<file path="config.mk">
export PLATFORM = sky130hd
export DESIGN_NAME = spi_slave_sync_flat
export DESIGN_NICKNAME = d
export VERILOG_FILES = /design/src/rtl/spi_slave_sync_if.sv /design/src/rtl/spi_slave_sync.sv /design/src/flat_wrapper.sv
export SDC_FILE = /design/constraint.sdc
export NUM_CORES = 1
export LEC_CHECK = 0
export CORE_MARGIN = 2
export CORE_UTILIZATION = 50
export CTS_CLUSTER_DIAMETER = 150
export CTS_CLUSTER_SIZE = 12
export DETAILED_ROUTE_END_ITERATION = 8
export PLACE_DENSITY = 0.75
export SLEW_MARGIN = 25
export SYNTH_ARGS = -nofsm -noshare
export SYNTH_HDL_FRONTEND = slang
export SYNTH_SLANG_ARGS = --single-unit
</file>
<file path="constraint.sdc">
create_clock -name i_clk -period 1.8 [get_ports i_clk]
set_clock_uncertainty 0.15 [all_clocks]
set_input_delay 0.27 -clock i_clk [delete_from_list [all_inputs] [get_ports i_clk]]
set_output_delay 0.27 -clock i_clk [all_outputs]
set_load 0.01 [all_outputs]
</file>
<file path="src/rtl/spi_slave_sync_if.sv">
// Bus bundle between an SPI master with its local byte handshake and spi_slave_sync.
// The slave modport is the responder view; the master modport drives pins and tx loads.
interface spi_slave_sync_if;
    logic [1:0] mode;
    logic       cs_n;
    logic       sclk;
    logic       mosi;
    logic       miso;
    logic [7:0] tx_data;
    logic       tx_load;
    logic       tx_ready;
    logic [7:0] rx_data;
    logic       rx_valid;
    logic       tx_underrun;
    logic       busy;

    modport slave (
        input  mode, cs_n, sclk, mosi, tx_data, tx_load,
        output miso, tx_ready, rx_data, rx_valid, tx_underrun, busy
    );

    modport master (
        output mode, cs_n, sclk, mosi, tx_data, tx_load,
        input  miso, tx_ready, rx_data, rx_valid, tx_underrun, busy
    );
endinterface

</file>
<file path="src/rtl/spi_slave_sync.sv">
// Oversampling SPI slave: sclk/cs_n/mosi are synchronized into clk, 8-bit MSB-first
// frames in all four modes, back-to-back bytes, buffered transmit holding register.
module spi_slave_sync (
    input  logic            i_clk,
    input  logic            i_reset,
    spi_slave_sync_if.slave bus
);
    typedef enum logic [1:0] {S_IDLE, S_LOAD, S_XFER} state_t;

    state_t     r_state;
    logic       r_sclkMeta, r_sclkSync, r_sclkDly;
    logic       r_csMeta, r_csSync, r_csDly;
    logic       r_mosiMeta, r_mosiSync;
    logic       r_cpol, r_cpha;
    logic [2:0] r_bitCnt;
    logic [6:0] r_rxShift;
    logic [7:0] r_txShift;
    logic [7:0] r_hold;
    logic       r_txReady;
    logic       r_reloadPend;
    logic       r_miso;
    logic [7:0] r_rxData;
    logic       r_rxValid;
    logic       r_txUnderrun;
    logic       r_busy;

    logic       w_sclkRise, w_sclkFall, w_csFall;
    logic       w_leadEdge, w_trailEdge, w_sampleEdge, w_shiftEdge;
    logic       w_inXfer, w_lastSample, w_reload, w_accept;
    logic [7:0] w_reloadByte, w_rxByte, w_cpha1Src;

    assign w_sclkRise   = r_sclkSync & ~r_sclkDly;
    assign w_sclkFall   = ~r_sclkSync & r_sclkDly;
    assign w_csFall     = ~r_csSync & r_csDly;
    assign w_leadEdge   = r_cpol ? w_sclkFall : w_sclkRise;
    assign w_trailEdge  = r_cpol ? w_sclkRise : w_sclkFall;
    assign w_sampleEdge = r_cpha ? w_trailEdge : w_leadEdge;
    assign w_shiftEdge  = r_cpha ? w_leadEdge : w_trailEdge;

    // A level check on cs_n keeps the frame from surviving a release that lands during LOAD.
    assign w_inXfer     = (r_state == S_XFER) && !r_csSync;
    assign w_lastSample = w_inXfer && w_sampleEdge && (r_bitCnt == 3'd7);
    assign w_reload     = (r_state == S_LOAD)
                        || (w_lastSample && !r_cpha)
                        || (w_inXfer && w_shiftEdge && r_cpha && r_reloadPend);
    assign w_reloadByte = r_txReady ? 8'h00 : r_hold;
    assign w_rxByte     = {r_rxShift, r_mosiSync};
    assign w_cpha1Src   = r_reloadPend ? w_reloadByte : r_txShift;
    assign w_accept     = bus.tx_load && r_txReady;

    always_ff @(posedge i_clk) begin
        if (i_reset) begin
            r_state      <= S_IDLE;
            r_sclkMeta   <= 1'b0;
            r_sclkSync   <= 1'b0;
            r_sclkDly    <= 1'b0;
            r_csMeta     <= 1'b1;
            r_csSync     <= 1'b1;
            r_csDly      <= 1'b1;
            r_mosiMeta   <= 1'b0;
            r_mosiSync   <= 1'b0;
            r_cpol       <= 1'b0;
            r_cpha       <= 1'b0;
            r_bitCnt     <= 3'd0;
            r_rxShift    <= 7'd0;
            r_txShift    <= 8'h00;
            r_hold       <= 8'h00;
            r_txReady    <= 1'b1;
            r_reloadPend <= 1'b0;
            r_miso       <= 1'b0;
            r_rxData     <= 8'h00;
            r_rxValid    <= 1'b0;
            r_txUnderrun <= 1'b0;
            r_busy       <= 1'b0;
        end else begin
            r_sclkMeta   <= bus.sclk;
            r_sclkSync   <= r_sclkMeta;
            r_sclkDly    <= r_sclkSync;
            r_csMeta     <= bus.cs_n;
            r_csSync     <= r_csMeta;
            r_csDly      <= r_csSync;
            r_mosiMeta   <= bus.mosi;
            r_mosiSync   <= r_mosiMeta;
            r_rxValid    <= 1'b0;
            r_txUnderrun <= 1'b0;

            // A reload reads the old holding content; a same-cycle accepted load refills it.
            if (w_reload) begin
                r_txReady    <= 1'b1;
                r_txUnderrun <= r_txReady;
            end
            if (w_accept) begin
                r_hold    <= bus.tx_data;
                r_txReady <= 1'b0;
            end

            case (r_state)
                S_IDLE: begin
                    r_miso <= 1'b0;
                    r_busy <= 1'b0;
                    if (w_csFall) begin
                        r_cpol  <= bus.mode[1];
                        r_cpha  <= bus.mode[0];
                        r_busy  <= 1'b1;
                        r_state <= S_LOAD;
                    end
                end

                S_LOAD: begin
                    r_txShift    <= w_reloadByte;
                    r_bitCnt     <= 3'd0;
                    r_reloadPend <= 1'b0;
                    r_miso       <= r_cpha ? 1'b0 : w_reloadByte[7];
                    r_state      <= S_XFER;
                end

                S_XFER: begin
                    if (r_csSync) begin
                        r_miso       <= 1'b0;
                        r_busy       <= 1'b0;
                        r_bitCnt     <= 3'd0;
                        r_reloadPend <= 1'b0;
                        r_state      <= S_IDLE;
                    end else if (w_sampleEdge) begin
                        r_rxShift <= w_rxByte[6:0];
                        r_bitCnt  <= r_bitCnt + 3'd1;
                        if (r_bitCnt == 3'd7) begin
                            r_rxData  <= w_rxByte;
                            r_rxValid <= 1'b1;
                            if (r_cpha) begin
                                r_reloadPend <= 1'b1;
                            end else begin
                                r_txShift <= w_reloadByte;
                                r_miso    <= w_reloadByte[7];
                            end
                        end
                    end else if (w_shiftEdge) begin
                        // CPHA=0 skips the shift after the 8th sample since the reload already placed the new MSB.
                        if (r_cpha) begin
                            r_miso       <= w_cpha1Src[7];
                            r_txShift    <= {w_cpha1Src[6:0], 1'b0};
                            r_reloadPend <= 1'b0;
                        end else if (r_bitCnt != 3'd0) begin
                            r_miso    <= r_txShift[6];
                            r_txShift <= {r_txShift[6:0], 1'b0};
                        end
                    end
                end

                default: begin
                    r_state <= S_IDLE;
                end
            endcase
        end
    end

    assign bus.miso        = r_miso;
    assign bus.tx_ready    = r_txReady;
    assign bus.rx_data     = r_rxData;
    assign bus.rx_valid    = r_rxValid;
    assign bus.tx_underrun = r_txUnderrun;
    assign bus.busy        = r_busy;
endmodule

</file>
<file path="src/flat_wrapper.sv">
// flat-port wrapper written by rule: the top's interface ports become plain ports
module spi_slave_sync_flat 
  (i_clk, i_reset, bus_mode, bus_cs_n, bus_sclk, bus_mosi, bus_tx_data, bus_tx_load, bus_miso, bus_tx_ready, bus_rx_data, bus_rx_valid, bus_tx_underrun, bus_busy);
  spi_slave_sync_if bus_i ();
  input  logic i_clk;
  input  logic i_reset;
  input wire logic [$bits(bus_i.mode)-1:0] bus_mode;
  input wire logic [$bits(bus_i.cs_n)-1:0] bus_cs_n;
  input wire logic [$bits(bus_i.sclk)-1:0] bus_sclk;
  input wire logic [$bits(bus_i.mosi)-1:0] bus_mosi;
  input wire logic [$bits(bus_i.tx_data)-1:0] bus_tx_data;
  input wire logic [$bits(bus_i.tx_load)-1:0] bus_tx_load;
  output wire logic [$bits(bus_i.miso)-1:0] bus_miso;
  output wire logic [$bits(bus_i.tx_ready)-1:0] bus_tx_ready;
  output wire logic [$bits(bus_i.rx_data)-1:0] bus_rx_data;
  output wire logic [$bits(bus_i.rx_valid)-1:0] bus_rx_valid;
  output wire logic [$bits(bus_i.tx_underrun)-1:0] bus_tx_underrun;
  output wire logic [$bits(bus_i.busy)-1:0] bus_busy;
  assign bus_i.mode = bus_mode;
  assign bus_i.cs_n = bus_cs_n;
  assign bus_i.sclk = bus_sclk;
  assign bus_i.mosi = bus_mosi;
  assign bus_i.tx_data = bus_tx_data;
  assign bus_i.tx_load = bus_tx_load;
  assign bus_miso = bus_i.miso;
  assign bus_tx_ready = bus_i.tx_ready;
  assign bus_rx_data = bus_i.rx_data;
  assign bus_rx_valid = bus_i.rx_valid;
  assign bus_tx_underrun = bus_i.tx_underrun;
  assign bus_busy = bus_i.busy;
  spi_slave_sync u_core (.i_clk(i_clk), .i_reset(i_reset), .bus(bus_i));
endmodule
</file>
; Word-level counts from Yosys, hierarchy flattened
; Index checks and enable logic that the tools add are counted.
[classes]
addsub = 1
eq_ne = 16
muxes = 42
bitwise = 9
reduce_logical = 29
[ops]
columns = cell, count
row1 = 2-to-1 mux 8 bit, 9
row2 = 2-to-1 mux 1 bit, 23
row3 = one-hot mux 8 bit (2 select lines), 1
row4 = inequality test 3 x 1 -> 1 bit (second input constant), 3
row5 = logical AND 1 bit, 8
row6 = inequality test 4 x 3 -> 1 bit (second input constant), 2
row7 = AND reduction 2 bit, 4
row8 = AND reduction 4 bit, 2
row9 = 2-to-1 mux 3 bit, 2
row10 = inequality test 3 bit (second input constant), 2
row11 = inverter 1 bit, 6
row12 = one-hot mux 2 bit (3 select lines), 1
row13 = one-hot mux 3 bit (2 select lines), 1
row14 = AND reduction 6 bit, 1
row15 = nonzero test 2 bit, 3
row16 = nonzero test 3 bit, 2
row17 = inequality test 5 x 2 -> 1 bit (second input constant), 1
row18 = AND reduction 5 bit, 1
row19 = 2-to-1 mux 2 bit, 2
row20 = inequality test 2 x 1 -> 1 bit (second input constant), 2
row21 = inequality test 4 x 1 -> 1 bit (second input constant), 1
row22 = inequality test 4 x 2 -> 1 bit (second input constant), 1
row23 = one-hot mux 1 bit (2 select lines), 2
row24 = OR reduction 4 bit, 1
row25 = 12 further kinds, 16
[word_totals]
reg_bits = 52
inputBits = 16
output_inout_bits = 13
elab_cells = 119

; Depth between registers and ports, before layout
; Gate-level depths: netlist of the first run.
[logic_depth]
ltp_word = 11
mapped_depth = 8
mapped_depth_nobuf = 7

; Worst setup path after synthesis of the first run
; OpenSTA, ideal clock, no wires.
[synth_path]
path_type = register to register
start = register u_core.r_state[0]
end = register u_core.r_txShift[1]
setup_time_ns = 0.128
t_arrival_ns = 1.691
t_required_ns = 1.522
setup_slack_ns = -0.169
stages_incl_launch_ff = 9
path_buffers = 3
synth_period_minus_slack_ns = 1.969
path_cell_list = dfxtp_1 inv_1 ha_1 clkbuf_1 nor2b_1 buf_1 or2_1 buf_6 a31oi_2
[synth_between]
elab_chain_len = 3
word_cells_on_any_way = 10
cone_classes = 7 x eq/ne / 1 x mux / 2 x reduce/logical
[synth_rtl]
columns = item, line
row1 = from (decl), spi_slave_sync.sv:10  ; state_t r_state;
row2 = from (signal assigned), spi_slave_sync.sv:53  ; r_state <= S_IDLE;
row3 = from (signal assigned), spi_slave_sync.sv:105  ; r_state <= S_LOAD;
row4 = from (signal assigned), spi_slave_sync.sv:114  ; r_state <= S_XFER;
row5 = == test 2 bit / == test 2 x 1 -> 1 bit (equally long branches), spi_slave_sync.sv:97  ; case (r_state)
row6 = "inequality test 4 x 2 -> 1 bit (no line), or another cell as far along", n/a
row7 = AND reduction 6 bit (no line), n/a
row8 = to (signal assigned), spi_slave_sync.sv:110  ; r_txShift <= w_reloadByte;
row9 = to (signal assigned), spi_slave_sync.sv:133  ; r_txShift <= w_reloadByte;
row10 = to (signal assigned), spi_slave_sync.sv:141  ; r_txShift <= {w_cpha1Src[6:0], 1'b0};
row11 = to (decl), spi_slave_sync.sv:17  ; logic [7:0] r_txShift;
; Several ways; a longest one is shown, not always the timed one.
; A chain may end at the register's enable or synchronous reset.

; Worst setup path in the final report of the first run
[layout_path]
start = register u_core.r_sclkSync
end = register u_core.r_txShift[0]
[layout_between]
elab_chain_len = 7
word_cells_on_any_way = 15
cone_classes = 4 x eq/ne / 7 x mux / 3 x bitwise / 1 x reduce/logical
[layout_rtl]
columns = item, line
row1 = from (decl), spi_slave_sync.sv:11  ; logic r_sclkMeta, r_sclkSync, r_sclkDly;
row2 = from (signal assigned), spi_slave_sync.sv:77  ; r_sclkSync <= r_sclkMeta;
row3 = inverter 1 bit, spi_slave_sync.sv:33  ; assign w_sclkFall = ~r_sclkSync & r_sclkDly;
row4 = AND 1 bit, spi_slave_sync.sv:33
row5 = 2-to-1 mux 1 bit (on tied branches), "spi_slave_sync.sv:35, spi_slave_sync.sv:36"
row6 = 2-to-1 mux 1 bit, spi_slave_sync.sv:37  ; assign w_sampleEdge = r_cpha ? w_trailEdge : w_leadEdge;
row7 = 2-to-1 mux 8 bit, spi_slave_sync.sv:124  ; end else if (w_sampleEdge) begin
row8 = 2-to-1 mux 8 bit, spi_slave_sync.sv:118  ; if (r_csSync) begin
row9 = one-hot mux 8 bit (2 select lines), spi_slave_sync.sv:97
; Several ways; a longest one is shown, not always the timed one. The select of a mux whose other input is x is not followed.

==> results of run 1 <==
metal layers:
| metal | vias to the layer above | GRT usage (%) |
|---|---|---|
| li1 | 1123 | - |
| met1 | 1047 | 29.3 |
| met2 | 36 | 30.7 |
| met3 | 10 | 4.55 |
| met4 | 0 | 7.34 |
| met5 | - | 0 |
flip-flops by register name (all words and copies together), names as in the netlist, 2 cells and up:
name and count:
u_core.r_state 2, u_core.r_bitCnt 3, u_core.r_hold 8, u_core.r_txShift 8, u_core.bus.rx_data 8, u_core.r_rxShift 7
placed cells by master, fill, tap and decap left out, types with 4 or more instances in the layout:
master / count
sky130_fd_sc_hd__o31ai_2: 4
sky130_fd_sc_hd__nor4_1: 4
sky130_fd_sc_hd__dfxtp_2: 7
sky130_fd_sc_hd__clkdlybuf4s50_1: 28
sky130_fd_sc_hd__nor2_1: 9
sky130_fd_sc_hd__nor2b_1: 8
sky130_fd_sc_hd__nand2_1: 45
sky130_fd_sc_hd__a31oi_1: 5
sky130_fd_sc_hd__a31oi_2: 7
sky130_fd_sc_hd__dfxtp_1: 43
sky130_fd_sc_hd__buf_4: 34
sky130_fd_sc_hd__nand3_1: 28
sky130_fd_sc_hd__mux2i_1: 6
sky130_fd_sc_hd__inv_1: 8
sky130_fd_sc_hd__a21oi_1: 28
sky130_fd_sc_hd__clkbuf_8: 5
sky130_fd_sc_hd__ha_1: 5
stage by stage:
step / area [µm²] / setup TNS [ps] / setup WS, ps / power (µW)
5_1_grt: 3340 / -1590 / -150 / 2290
6_report: 3340 / -573 / -102 / 2210
3_5_place_dp: 3080 / -2130 / -223 / 1500
2_1_floorplan: 2520 / -297 / -40.3 / 1400
4_1_cts: 3250 / -509 / -67.7 / 2210
3_3_place_gp: 3080 / -1290 / -135 / 1500
timing repair:
action / 4_1_cts / 5_1_grt
hold endpoints to repair: 0 / 0
gates resized for setup: 21 / 15
pin swaps: 3 / 2
buffers inserted: 1 / 2
endpoints found under the setup margin: 25 / 28
cell families after synthesis:
family	after synthesis	synth area share, %
xor gates and xnor gates	2	1.00
muxes	11	5.25
DFF	52	41.6
and+or+nand+nor	119	24.2
buffers and inverters	27	4.70
adders and majority gates	7	3.50
AOI/OAI and AO/OA	67	19.8
power by group through the flow:
stage	combinational (µW)	sequential [µW]	clock (µW)
after floorplan	166	1240	0
after global placement	255	1240	0
after detailed placement	259	1240	0
after CTS	275	1220	715
after global routing	312	1230	755
final	288	1220	702
final cells by class:
type	instances	area, µm²	area share (%)
Clock buffer	5	68.8	2.06
Clock inverter	3	25.0	0.749
Inverter	9	33.8	1.01
Multi-Input combinational cell	206	1480	44.1
Sequential cell	52	1060	31.6
Tap cell	67	83.8	2.51
Timing Repair Buffer	66	598	17.9
synthesized netlist by cell type, types with 6 or more instances:
cell	n	area share (%)
sky130_fd_sc_hd__inv_1	8	1.2
sky130_fd_sc_hd__nand2_1	46	6.9
sky130_fd_sc_hd__mux2i_1	6	2.4
sky130_fd_sc_hd__nor2b_1	9	2.3
sky130_fd_sc_hd__clkbuf_1	13	2.0
sky130_fd_sc_hd__ha_1	7	3.5
sky130_fd_sc_hd__o31ai_1	7	2.1
sky130_fd_sc_hd__a31oi_2	7	3.5
sky130_fd_sc_hd__nor2_1	10	1.5
sky130_fd_sc_hd__a21oi_1	30	6.0
sky130_fd_sc_hd__nand3_1	28	5.6
sky130_fd_sc_hd__dfxtp_1	52	42
worst max path at each step:
stage	to	cells after the start	from
after floorplan	u_core.r_txShift[1]	7	u_core.r_cpol
after global placement	u_core.r_txShift[7]	6	u_core.r_cpol
after detailed placement	u_core.r_txShift[4]	6	u_core.r_cpol
after CTS	u_core.r_txShift[0]	7	u_core.r_sclkSync
after global routing	u_core.r_txShift[0]	7	u_core.r_sclkSync
final	u_core.r_txShift[0]	7	u_core.r_sclkSync
worst max-delay path, stage by stage, from the launching register on:
cell and delay (ps):
sky130_fd_sc_hd__dfxtp_4 380, sky130_fd_sc_hd__buf_4 150, sky130_fd_sc_hd__xnor2_1 120, sky130_fd_sc_hd__a32o_2 280
sky130_fd_sc_hd__nor4_4 210, sky130_fd_sc_hd__buf_6 200, sky130_fd_sc_hd__nor2_1 60, sky130_fd_sc_hd__a32o_1 250
==> impl_summary.log, run 1 <==
[metrics] proportion of register bits with asynchronous set or reset after synthesis: 0%
[metrics] YS warnings: 0
[metrics] final count of negative-setup-slack endpoints: 9
[metrics] Worst Path Max Fanout: 7
[metrics] Post-synth EDFFs: 0
[metrics] total detailed-routing wirelength: 5670 µm
[metrics] count of nets after finishing: 363
[metrics] number of register bits inferred by synthesis: 52
[metrics] Die Wd: 74.7 µm
[metrics] All-Layer GR Usage: 20.5%
[metrics] CTS tree: built
[metrics] die height: 74.7 µm
[metrics] launching element type of the critical path: flip-flop
[metrics] maximum root-to-sink buffer count: 2
[metrics] nature of the critical path endpoint: flip-flop
[metrics] final HPWL from detailed placement: 3930 µm
[metrics] area enclosed by the die boundary: 5580 µm²
[metrics] final worst setup slack: -102 ps
[metrics] failing checks: setup timing
[metrics] DR top layer: met4
[metrics] Ant. Diodes: 0
[metrics] number of global-route vias before repair: 1928
[metrics] maximum number of pins on one net before global-route repair: 43
[metrics] clock root buffer master: sky130_fd_sc_hd__clkbuf_8
[metrics] fraction of final layout cells sized beyond drive strength 1: 29.6%
[metrics] internal cell power: 1620 µW
[metrics] Max Transition Viols Final: 0
[metrics] r2r worst-path depth: 7
[metrics] hold path endpoint: u_core.r_csSync
[metrics] Sink Count: 52
[metrics] average size of a mapped cell: 8.78 µm²
[metrics] Met1 Routed Length: 2860 µm
[metrics] DRC marker count from the first detailed-route iteration: 169
[metrics] Layout fillers: 376
[metrics] final clock period utilization by the worst path: 106%
[metrics] CORE AREA: 4790 µm²
[metrics] outcome: complete, but fails checks
[metrics] count of hold-fix buffers inserted at cts: 0
[metrics] largest vdd supply drop: 0.453 mV
[metrics] post-detailed-route DRC marker count: 0
[metrics] hold path startpoint: u_core.r_csMeta
[metrics] setup slack, reg-to-reg: -100 ps
[metrics] share of total power in the clock network: 31.8%
[metrics] data arrival time of the critical path: 1960 ps
[metrics] post-synthesis cell area: 2500 µm²
[metrics] final standard cell utilization of the core: 69.8%
[metrics] number of H-tree branching levels: 2
[metrics] register area share after synthesis: 41.6%
[metrics] global route overflow: 0
[metrics] transition time at the pin with the least slew margin: 304 ps
[metrics] data required time of the worst path: 1860 ps
[metrics] total length of routed met3 wires: 175 µm
[metrics] number of hold-slack violations in the final timing report: 0
[metrics] drt via density: 5.43
[metrics] path type of the worst min-delay path: flip-flop to flip-flop
[metrics] area growth from synthesis to final layout: 33.6%
[metrics] number of primary I/O pins: 29
[metrics] number of antenna violations at the first check in global routing: 0
[metrics] number of vias after detailed routing: 2216
[metrics] number of instances on the worst hold path: 1
[metrics] wire length of the first global-routing pass: 8770 µm
[metrics] gpl congestion: 0.912
[metrics] portion of total power attributed to sequential cells: 55.2%
[metrics] Post-synth top flop: sky130_fd_sc_hd__dfxtp_1
[metrics] Routed Antenna Nets: 0
[metrics] part of the total power dissipated in combinational logic: 13.0%
[metrics] maximum capacitance violations: 0
[metrics] final cell count without fillers: 408
[metrics] power spent charging and discharging nets: 590 µW
[metrics] number of detailed-routing iterations run before antenna repair: 4
[metrics] routed length on met2: 2530 µm
[metrics] relative slew slack: 79.3%
[metrics] clock transition at the registers of the reported paths: 100 ps
[metrics] RSZ-0062 raised after global routing: yes
[metrics] Lkg Pwr: 0.00116 µW
[metrics] maximum frequency from static timing analysis: 526 MHz
[metrics] switching part of the total: 26.7%
[metrics] PwrDens: 661 nW/µm²
[metrics] Reg-to-Reg Start: u_core.r_sclkSync
[metrics] time the worst path needs with I/O delays and setup: 1900 ps
[metrics] routed length per instance: 13.9 µm
[metrics] Rows: 25
[metrics] starting density of the core: 52.3%
[metrics] number of buffers added by the clock tree synthesis step: 5
[metrics] Post-Syn Nets: 308
[metrics] number of standard cells after synthesis: 285
[metrics] kind of critical path: flip-flop to flip-flop
[metrics] Distinct cells, synth: 50
[metrics] clock latency on the worst-skew pair: 310 ps
[metrics] final-layout worst hold slack: 273 ps
[metrics] endpoint of the lowest-slack register-to-register path: u_core.r_txShift[0]
[metrics] number of port buffers: 28
[metrics] Cells after DPL: 397
No activity file was read; power rests on OpenSTA's default activity.
==> run 2, diff against run 1 <==
CTS_CLUSTER_SIZE = 25   (was 12)
RECOVER_POWER = 50   (was default)
SLEW_MARGIN = 20   (was 25)
==> impl_summary.log, run 2 (same netlist as run 1, synthesis figures left out) <==
[metrics] outcome: complete, but fails checks
[metrics] failing checks: setup timing
[metrics] maximum root-to-sink buffer count: 2
[metrics] Worst Path Max Fanout: 7
[metrics] maximum capacitance violations: 0
[metrics] clock root buffer master: sky130_fd_sc_hd__clkbuf_8
[metrics] Sink Count: 52
[metrics] most frequent standard cell in the layout excluding fill and tap cells: sky130_fd_sc_hd__nand2_1
[metrics] Lkg Pwr: 0.00116 µW
[metrics] most frequent cells in the layout: sky130_fd_sc_hd__nand2_1 (45), sky130_fd_sc_hd__dfxtp_1 (43), sky130_fd_sc_hd__buf_4 (34)
[metrics] Buffers & Inverters on Critical Path: 2
[metrics] global route overflow: 0
[metrics] fraction of final layout cells sized beyond drive strength 1: 29.6%
[metrics] final-layout setup total negative slack: -573 ps
[metrics] Crit path largest cell delay: 380 ps
[metrics] wire length of the first global-routing pass: 8770 µm
[metrics] path type of the worst min-delay path: flip-flop to flip-flop
[metrics] transition time at the pin with the least slew margin: 855 ps
[metrics] die height: 74.7 µm
[metrics] setup slack, reg-to-reg: -100 ps
[metrics] number of vias after detailed routing: 2218
[metrics] relative slew slack: 43.0%
[metrics] number of port buffers: 28
[metrics] number of primary I/O pins: 29
[metrics] final cell count without fillers: 408
[metrics] Routed Antenna Nets: 0
[metrics] drt via density: 5.44
[metrics] number of detailed-routing iterations run before antenna repair: 4
[metrics] data arrival time of the critical path: 1960 ps
[metrics] hold path startpoint: u_core.r_csMeta
[metrics] number of global-route vias before repair: 1928
[metrics] CORE AREA: 4790 µm²
[metrics] post-detailed-route DRC marker count: 0
[metrics] hold path endpoint: u_core.r_csSync
[metrics] final clock period utilization by the worst path: 106%
[metrics] number of instances on the worst hold path: 1
[metrics] All-Layer GR Usage: 20.5%
[metrics] cell with the largest stage delay on the worst path: sky130_fd_sc_hd__dfxtp_4
[metrics] final HPWL from detailed placement: 3930 µm
[metrics] number of H-tree branching levels: 2
[metrics] Rows: 25
[metrics] number of antenna violations at the first check in global routing: 0
[metrics] maximum frequency from static timing analysis: 526 MHz
[metrics] total detailed-routing wirelength: 5650 µm
[metrics] overall power of the completed layout: 2210 µW
[metrics] Cells after DPL: 397
[metrics] nature of the critical path endpoint: flip-flop
[metrics] Reg-to-Reg Start: u_core.r_sclkSync
[metrics] r2r worst-path depth: 7
[metrics] data required time of the worst path: 1860 ps
[metrics] cell-by-cell listing of the critical path: buf_4, xnor2_1, a32o_2, nor4_4, buf_6, nor2_1, a32o_1
[metrics] clock transition at the registers of the reported paths: 100 ps
[metrics] DRC marker count from the first detailed-route iteration: 169
[metrics] clock latency on the worst-skew pair: 310 ps
[metrics] final-layout worst hold slack: 273 ps
[metrics] routed length per instance: 13.9 µm
[metrics] RSZ-0062 raised after global routing: yes
[metrics] time the worst path needs with I/O delays and setup: 1900 ps
[metrics] launching element type of the critical path: flip-flop
[metrics] number of buffers added by the clock tree synthesis step: 5
[metrics] gpl congestion: 0.912
[metrics] Ant. Diodes: 0
[metrics] final worst setup slack: -102 ps
[metrics] CTS tree: built
[metrics] kind of critical path: flip-flop to flip-flop
[metrics] PwrDens: 663 nW/µm²
[metrics] count of nets after finishing: 363
[metrics] final count of negative-setup-slack endpoints: 10
[metrics] area enclosed by the die boundary: 5580 µm²
[metrics] endpoint of the lowest-slack register-to-register path: u_core.r_txShift[0]
[metrics] largest vdd supply drop: 0.453 mV
[metrics] number of hold-slack violations in the final timing report: 0
[metrics] starting density of the core: 52.3%
[metrics] Max Transition Viols Final: 0
[metrics] maximum number of pins on one net before global-route repair: 43
[metrics] Die Wd: 74.7 µm
[metrics] dominant delay contributor by cell family on the critical path: compound AO/OA/AOI/OAI gates
[metrics] area growth from synthesis to final layout: 33.0%
[run 2: layer usage]
metal / track usage, % / wire length [µm]
met2: 30.7 / 2520
met3: 4.55 / 188
met5: 0 / 0
met4: 7.34 / 102
met1: 29.3 / 2840
[run 2: worst max-delay path by stage]
stage | startpoint | depth (start not counted) | to | slack [ps]
2_1_floorplan | u_core.r_cpol | 7 | u_core.r_txShift[1] | -40
3_3_place_gp | u_core.r_cpol | 6 | u_core.r_txShift[7] | -140
3_5_place_dp | u_core.r_cpol | 6 | u_core.r_txShift[4] | -220
4_1_cts | u_core.r_sclkSync | 7 | u_core.r_txShift[0] | -70
5_1_grt | u_core.r_sclkSync | 7 | u_core.r_txShift[0] | -150
6_report | u_core.r_sclkSync | 7 | u_core.r_txShift[0] | -100
[run 2: power by group]
| part | switching, µW | internal, µW | leakage [µW] |
|---|---|---|---|
| registers | 33.3 | 1190 | 0.000427 |
| clock network | 418 | 284 | 0.0000452 |
| logic | 138 | 145 | 0.000687 |
[run 2: cell type report]
cell class / instances / area (µm²)
flip-flops and latches: 52 / 1060
clock buffers: 5 / 68.8
inverters: 9 / 33.8
multi-input cells: 206 / 1480
clock inverters: 3 / 25.0
well taps: 67 / 83.8
repair buffers: 66 / 583
fillers: 378 / 1460
[run 2: through the flow]
step | area, µm² | setup slack, ps | utilization (%)
global placement | 3080 | -135 | 64.3
detailed placement | 3080 | -223 | 64.3
finish | 3330 | -102 | 69.5
floorplan | 2520 | -40.3 | -
CTS | 3250 | -67.7 | 67.9
global route | 3330 | -150 | 69.5
[run 2: what timing repair did]
action | in CTS | in global routing
pin swaps | 3 | 2
setup endpoints to repair | 25 | 28
endpoints found under the hold margin | 0 | 0
setup buffers | 1 | 2
hold buffers | 0 | 0
gates resized for setup | 21 | 15
==> edit 1: new RTL, flow settings as in run 1 <==
Re-encode `state_t` (3 states) as one-hot, 3 bits wide.
--- a/src/rtl/spi_slave_sync.sv
+++ b/src/rtl/spi_slave_sync.sv
@@ -5,7 +5,7 @@
     input  logic            i_reset,
     spi_slave_sync_if.slave bus
 );
-    typedef enum logic [1:0] {S_IDLE, S_LOAD, S_XFER} state_t;
+    typedef enum logic [2:0] {S_IDLE = 3'b001, S_LOAD = 3'b010, S_XFER = 3'b100} state_t;
 
     state_t     r_state;
     logic       r_sclkMeta, r_sclkSync, r_sclkDly;
Behaviour: no difference found for any inputs over 10 cycles, from zero or initial values and one cycle with i_reset high; not proved beyond that.
==> edit 1 against run 1 <==
  * The flow still finishes with violations (negative setup slack)
  * Via count decreased by 12%
  * Cell area fell by 11%
  * Power is 0.30% higher
  * Wire length is 14% lower
  * Worst setup slack improved by 0.00083 ns
  * Synthesized area down 5.2%
  * Sequential cell count is 1 higher
  * Largest cell class unchanged
==> edit 1: results (changes against run 1) <==
----------------------------------------------------
[STA]
  Final setup slack of the worst path ... -0.1011 ns (+0.0008270 ns)
  Final TNS setup ... -0.3186 ns (+0.2543 ns)
  Final-report setup violation count ... 9 (unchanged)
  Tightest slew margin relative to the limit ... 0.6702 (-0.1225)

[Layout]
  Fin nets ... 329 (-9.4%)
  Layout buffer count excluding clock buffers ... 50 (-24%)
  Proportion of cell area occupied by multi-input gates ... 0.4225 (-0.01894)
  Layout cells sized above 1 ... 0.1736 (-0.1226)
  Summed area of non-filler cells in the final layout ... 2985 um^2 (-11%)
  Non-CTS inverters ... 3 (-6)
  Clock tree cell share of total cell area ... 0.04023 (+0.01216)
  Clock buffer cells ... 6 (+1)

[Routing]
  Initial detailed-routing violation count ... 85 (-50%)
  Detailed-route vias per instance ... 5.329 (-1.9%)
  Detailed-routed wire length on met2 ... 2467 um (-2.6%)

[Synthesis]
  Synth Area per Inst ... 8.717 um^2 (-0.67%)
  Most numerous cell types in the synthesized netlist ... sky130_fd_sc_hd__dfxtp_1, sky130_fd_sc_hd__nor2_1, sky130_fd_sc_hd__a21oi_1
  Cell variety after synth ... 39 (-22%)
  Largest cells by area after synthesis ... sky130_fd_sc_hd__dfxtp_1, sky130_fd_sc_hd__mux2i_1, sky130_fd_sc_hd__a21oi_1, sky130_fd_sc_hd__nor2_1, sky130_fd_sc_hd__nand2b_1
  Synth Area in Compound Gates ... 0.1203 (-0.07728)
  Multiplexer share of the synthesized area ... 0.1145 (+0.06199)
  Share of the synthesized netlist area taken by xor and xnor gates ... 0.01900 (+0.008992)

[Run status]
  Violations in the final reports ... negative setup slack
  Status ... complete, but fails checks

[Global routing]
  Number of global-route vias before repair ... 1840 (-4.6%)
  Met3 global-route usage ... 0.04144 (-0.004079)
  Wire length of the first global-routing pass ... 8004 um (-8.7%)
  Grt met1 use ... 0.2318 (-0.06171)

[Placed design]
  Placed cell areas ... 2780 um^2 (-9.7%)
  Placed cell count ... 355 (-11%)

[Clock network]
  Setup fix buffers added after clock tree synthesis ... 2 (+1)
  Number of instances resized during post-cts repair ... 15 (-29%)
  CTS sink count ... 53 (+1.9%)

[Worst setup path]
  Critical path arrival ... 2.01 ns (+0.05 ns)
  Cell at the slowest stage of the critical path ... sky130_fd_sc_hd__or3b_4
  Gate family responsible for the most delay along the worst path ... simple AND/OR/NAND/NOR gates

[Power]
  Fraction of power spent switching nets ... 0.2197 (-0.04723)
  Final Power ... 0.002217 W (+0.30%)
  Worst VDD drop ... 0.0004870 V (+7.5%)

[Min path]
  Class of the tightest hold or removal check ... in2reg

----------------------------------------------------
-- edit 1: cell types whose count changed after synthesis, moves of 5 or more --
cell	delta
sky130_fd_sc_hd__a31oi_2	-7
sky130_fd_sc_hd__inv_1	-5
sky130_fd_sc_hd__nand2_1	-23
sky130_fd_sc_hd__o31ai_1	-7
sky130_fd_sc_hd__mux2i_1	+20
sky130_fd_sc_hd__nor2_1	+25
sky130_fd_sc_hd__nand3_1	-9
sky130_fd_sc_hd__nand2b_1	+11
-- edit 1: worst paths after layout --
check                                                      from                                to  slack, ns  cells past startpoint
worst max register to register  u_core.r_bitCnt[1]$_SDFFE_PP0P_      u_core.bus.miso$_SDFFE_PP0P_      -0.10                      8
worst min register to register       u_core.r_csMeta$_SDFF_PP1_        u_core.r_csSync$_SDFF_PP1_       0.27                      1
worst max-delay path            u_core.r_bitCnt[1]$_SDFFE_PP0P_      u_core.bus.miso$_SDFFE_PP0P_      -0.10                      8
worst min-delay path                                    i_reset  u_core.r_rxShift[0]$_SDFFE_PP0N_       0.24                      2
==> edit 2: new RTL, settings of run 1 <==
Without the edit above. Make the reset (`i_reset`) asynchronous in one clocked block. Comments in the files are not updated.
--- a/src/rtl/spi_slave_sync.sv
+++ b/src/rtl/spi_slave_sync.sv
@@ -48,7 +48,7 @@
     assign w_cpha1Src   = r_reloadPend ? w_reloadByte : r_txShift;
     assign w_accept     = bus.tx_load && r_txReady;
 
-    always_ff @(posedge i_clk) begin
+    always_ff @(posedge i_clk or posedge i_reset) begin
         if (i_reset) begin
             r_state      <= S_IDLE;
             r_sclkMeta   <= 1'b0;
Formal check against the unedited RTL: differs if i_reset is asserted again (counterexample within 4 cycles, from zero or initial values and one cycle with i_reset high); with i_reset held inactive, the same outputs for 10 cycles.
==> edit 2 against run 1 <==
  * The run still ends with negative setup slack left
  * Synthesized area down 0.70%
  * Worst setup slack worse by 0.17 ns
  * Wire length down 19%
  * Cell area down 0.30%
  * Sequential share of layout area up 7.6 points
  * Die area down 0.65%
  * Sequential cell count unchanged
  * Largest cell class is now registers
Power is not compared: it rests on default switching activity, and its combinational part moved more than twofold at a synthesized area within 25%.
==> edit 2: results (changes against run 1) <==
----------------------------------------------------
[Global routing]
  Total global-route track usage ... 0.1905 (-0.01501)
  Met3 global-route usage ... 0.04065 (-0.004865)
  Met2 track demand over resource in global routing ... 0.3019 (-0.004916)
  Pin count of the biggest net entering global routing ... 24 (-44%)
  Grt met1 use ... 0.2632 (-0.03032)
  Wire length of the first global-routing pass ... 7962 um (-9.2%)

[Min path]
  Class of the tightest hold or removal check ... in2async

[Synthesis]
  Largest cells by area after synthesis ... sky130_fd_sc_hd__dfrtp_1, sky130_fd_sc_hd__mux2_2, sky130_fd_sc_hd__dfstp_2, sky130_fd_sc_hd__ha_1, sky130_fd_sc_hd__mux2i_1
  Multiplexer share of the synthesized area ... 0.2136 (+0.1611)
  Ys async rst share ... 1.000 (+1.000)
  Synth Instances ... 196 (-31%)
  Sequential-to-total area share from yosys stat ... 0.5259 (+0.1097)
  Adder-cell share of the synthesized area ... 0.03526 (+0.0002470)
  Number of nets in the synthesized netlist ... 219 (-29%)
  Synth Area in Compound Gates ... 0.07355 (-0.1240)
  Most numerous cell types in the synthesized netlist ... sky130_fd_sc_hd__dfrtp_1, sky130_fd_sc_hd__mux2_2, sky130_fd_sc_hd__nand2b_1
  Ys flop type ... sky130_fd_sc_hd__dfrtp_1

[Layout]
  Layout cells sized above 1 ... 0.4075 (+0.1114)
  Fin nets ... 287 (-21%)

[Routing]
  Routed wire per std cell ... 13.81 um (-0.56%)
  Initial detailed-routing violation count ... 71 (-58%)
  Via total after detailed routing ... 1707 (-23%)

[Placed design]
  Placed cell areas ... 3129 um^2 (+1.7%)
  Placed cell count ... 319 (-20%)
  Final weighted congestion in routability-driven placement ... 0.8459 (-7.2%)

[Clock network]
  Worst skew pair latency ... about 0.30 ns
  Setup fix buffers added after clock tree synthesis ... 2 (+1)
  Number of instances resized during post-cts repair ... 5 (-76%)

[Worst setup path]
  R2R depth ... 6 (-1)
  R2R Path End ... u_core.r_txShift[7]$_DFFE_PP0P_
  Critical path arrival ... 2.11 ns (+0.15 ns)
  Largest fanout on the critical path ... 4 (-3)
  Slowest Stage Delay on Critical Path ... 0.44 ns (+0.06 ns)
  Cell at the slowest stage of the critical path ... sky130_fd_sc_hd__dfrtp_1
  Gate family responsible for the most delay along the worst path ... multiplexers

[STA]
  Final TNS setup ... -5.117 ns (-4.544 ns)
  Final setup slack of the worst path ... -0.2717 ns (-0.1698 ns)
  Final-report setup violation count ... 30 (+21)
  Worst hold-check slack ... 0.1054 ns (-0.1676 ns)
  Transition time at the pin with the least slew margin ... 0.3893 ns (+0.08496 ns)

[Run status]
  Violations in the final reports ... negative setup slack
  Status ... complete, but fails checks

----------------------------------------------------
==> edit 2: area by class of cell <==
type	instances	area (um^2)
clock inverters	3	25.02
clock buffers	5	68.82
flip-flops and latches	52	1308
multi-input cells	128	1186
fillers	352	1423
repair buffers	68	626.9
inverters	9	33.78
well taps	67	83.83
==> edit 2: metal layers <==
metal / vias to the layer above / part of all wire
li1: 827 / -
met1: 840 / 0.46
met2: 32 / 0.49
met3: 8 / 0.034
met4: 0 / 0.016
met5: - / 0
==> edit 2: report_power, final <==
part | internal [W] | total [W] | switching (W)
clock network | 0.000284 | 0.000678 | 0.000394
registers | 0.00146 | 0.00165 | 0.000190
logic | 0.00119 | 0.00207 | 0.000878
==> edit 2: logic make-up (layout without fill, tap and decap cells) <==
group                      Yosys count  after routing
DFF                                 52             52
muxes                               47             47
and+or+nand+nor                     45             45
AOI/OAI and AO/OA                   27             27
buffers and inverters               16             85
adders and majority gates            7              7
xor gates and xnor gates             2              2
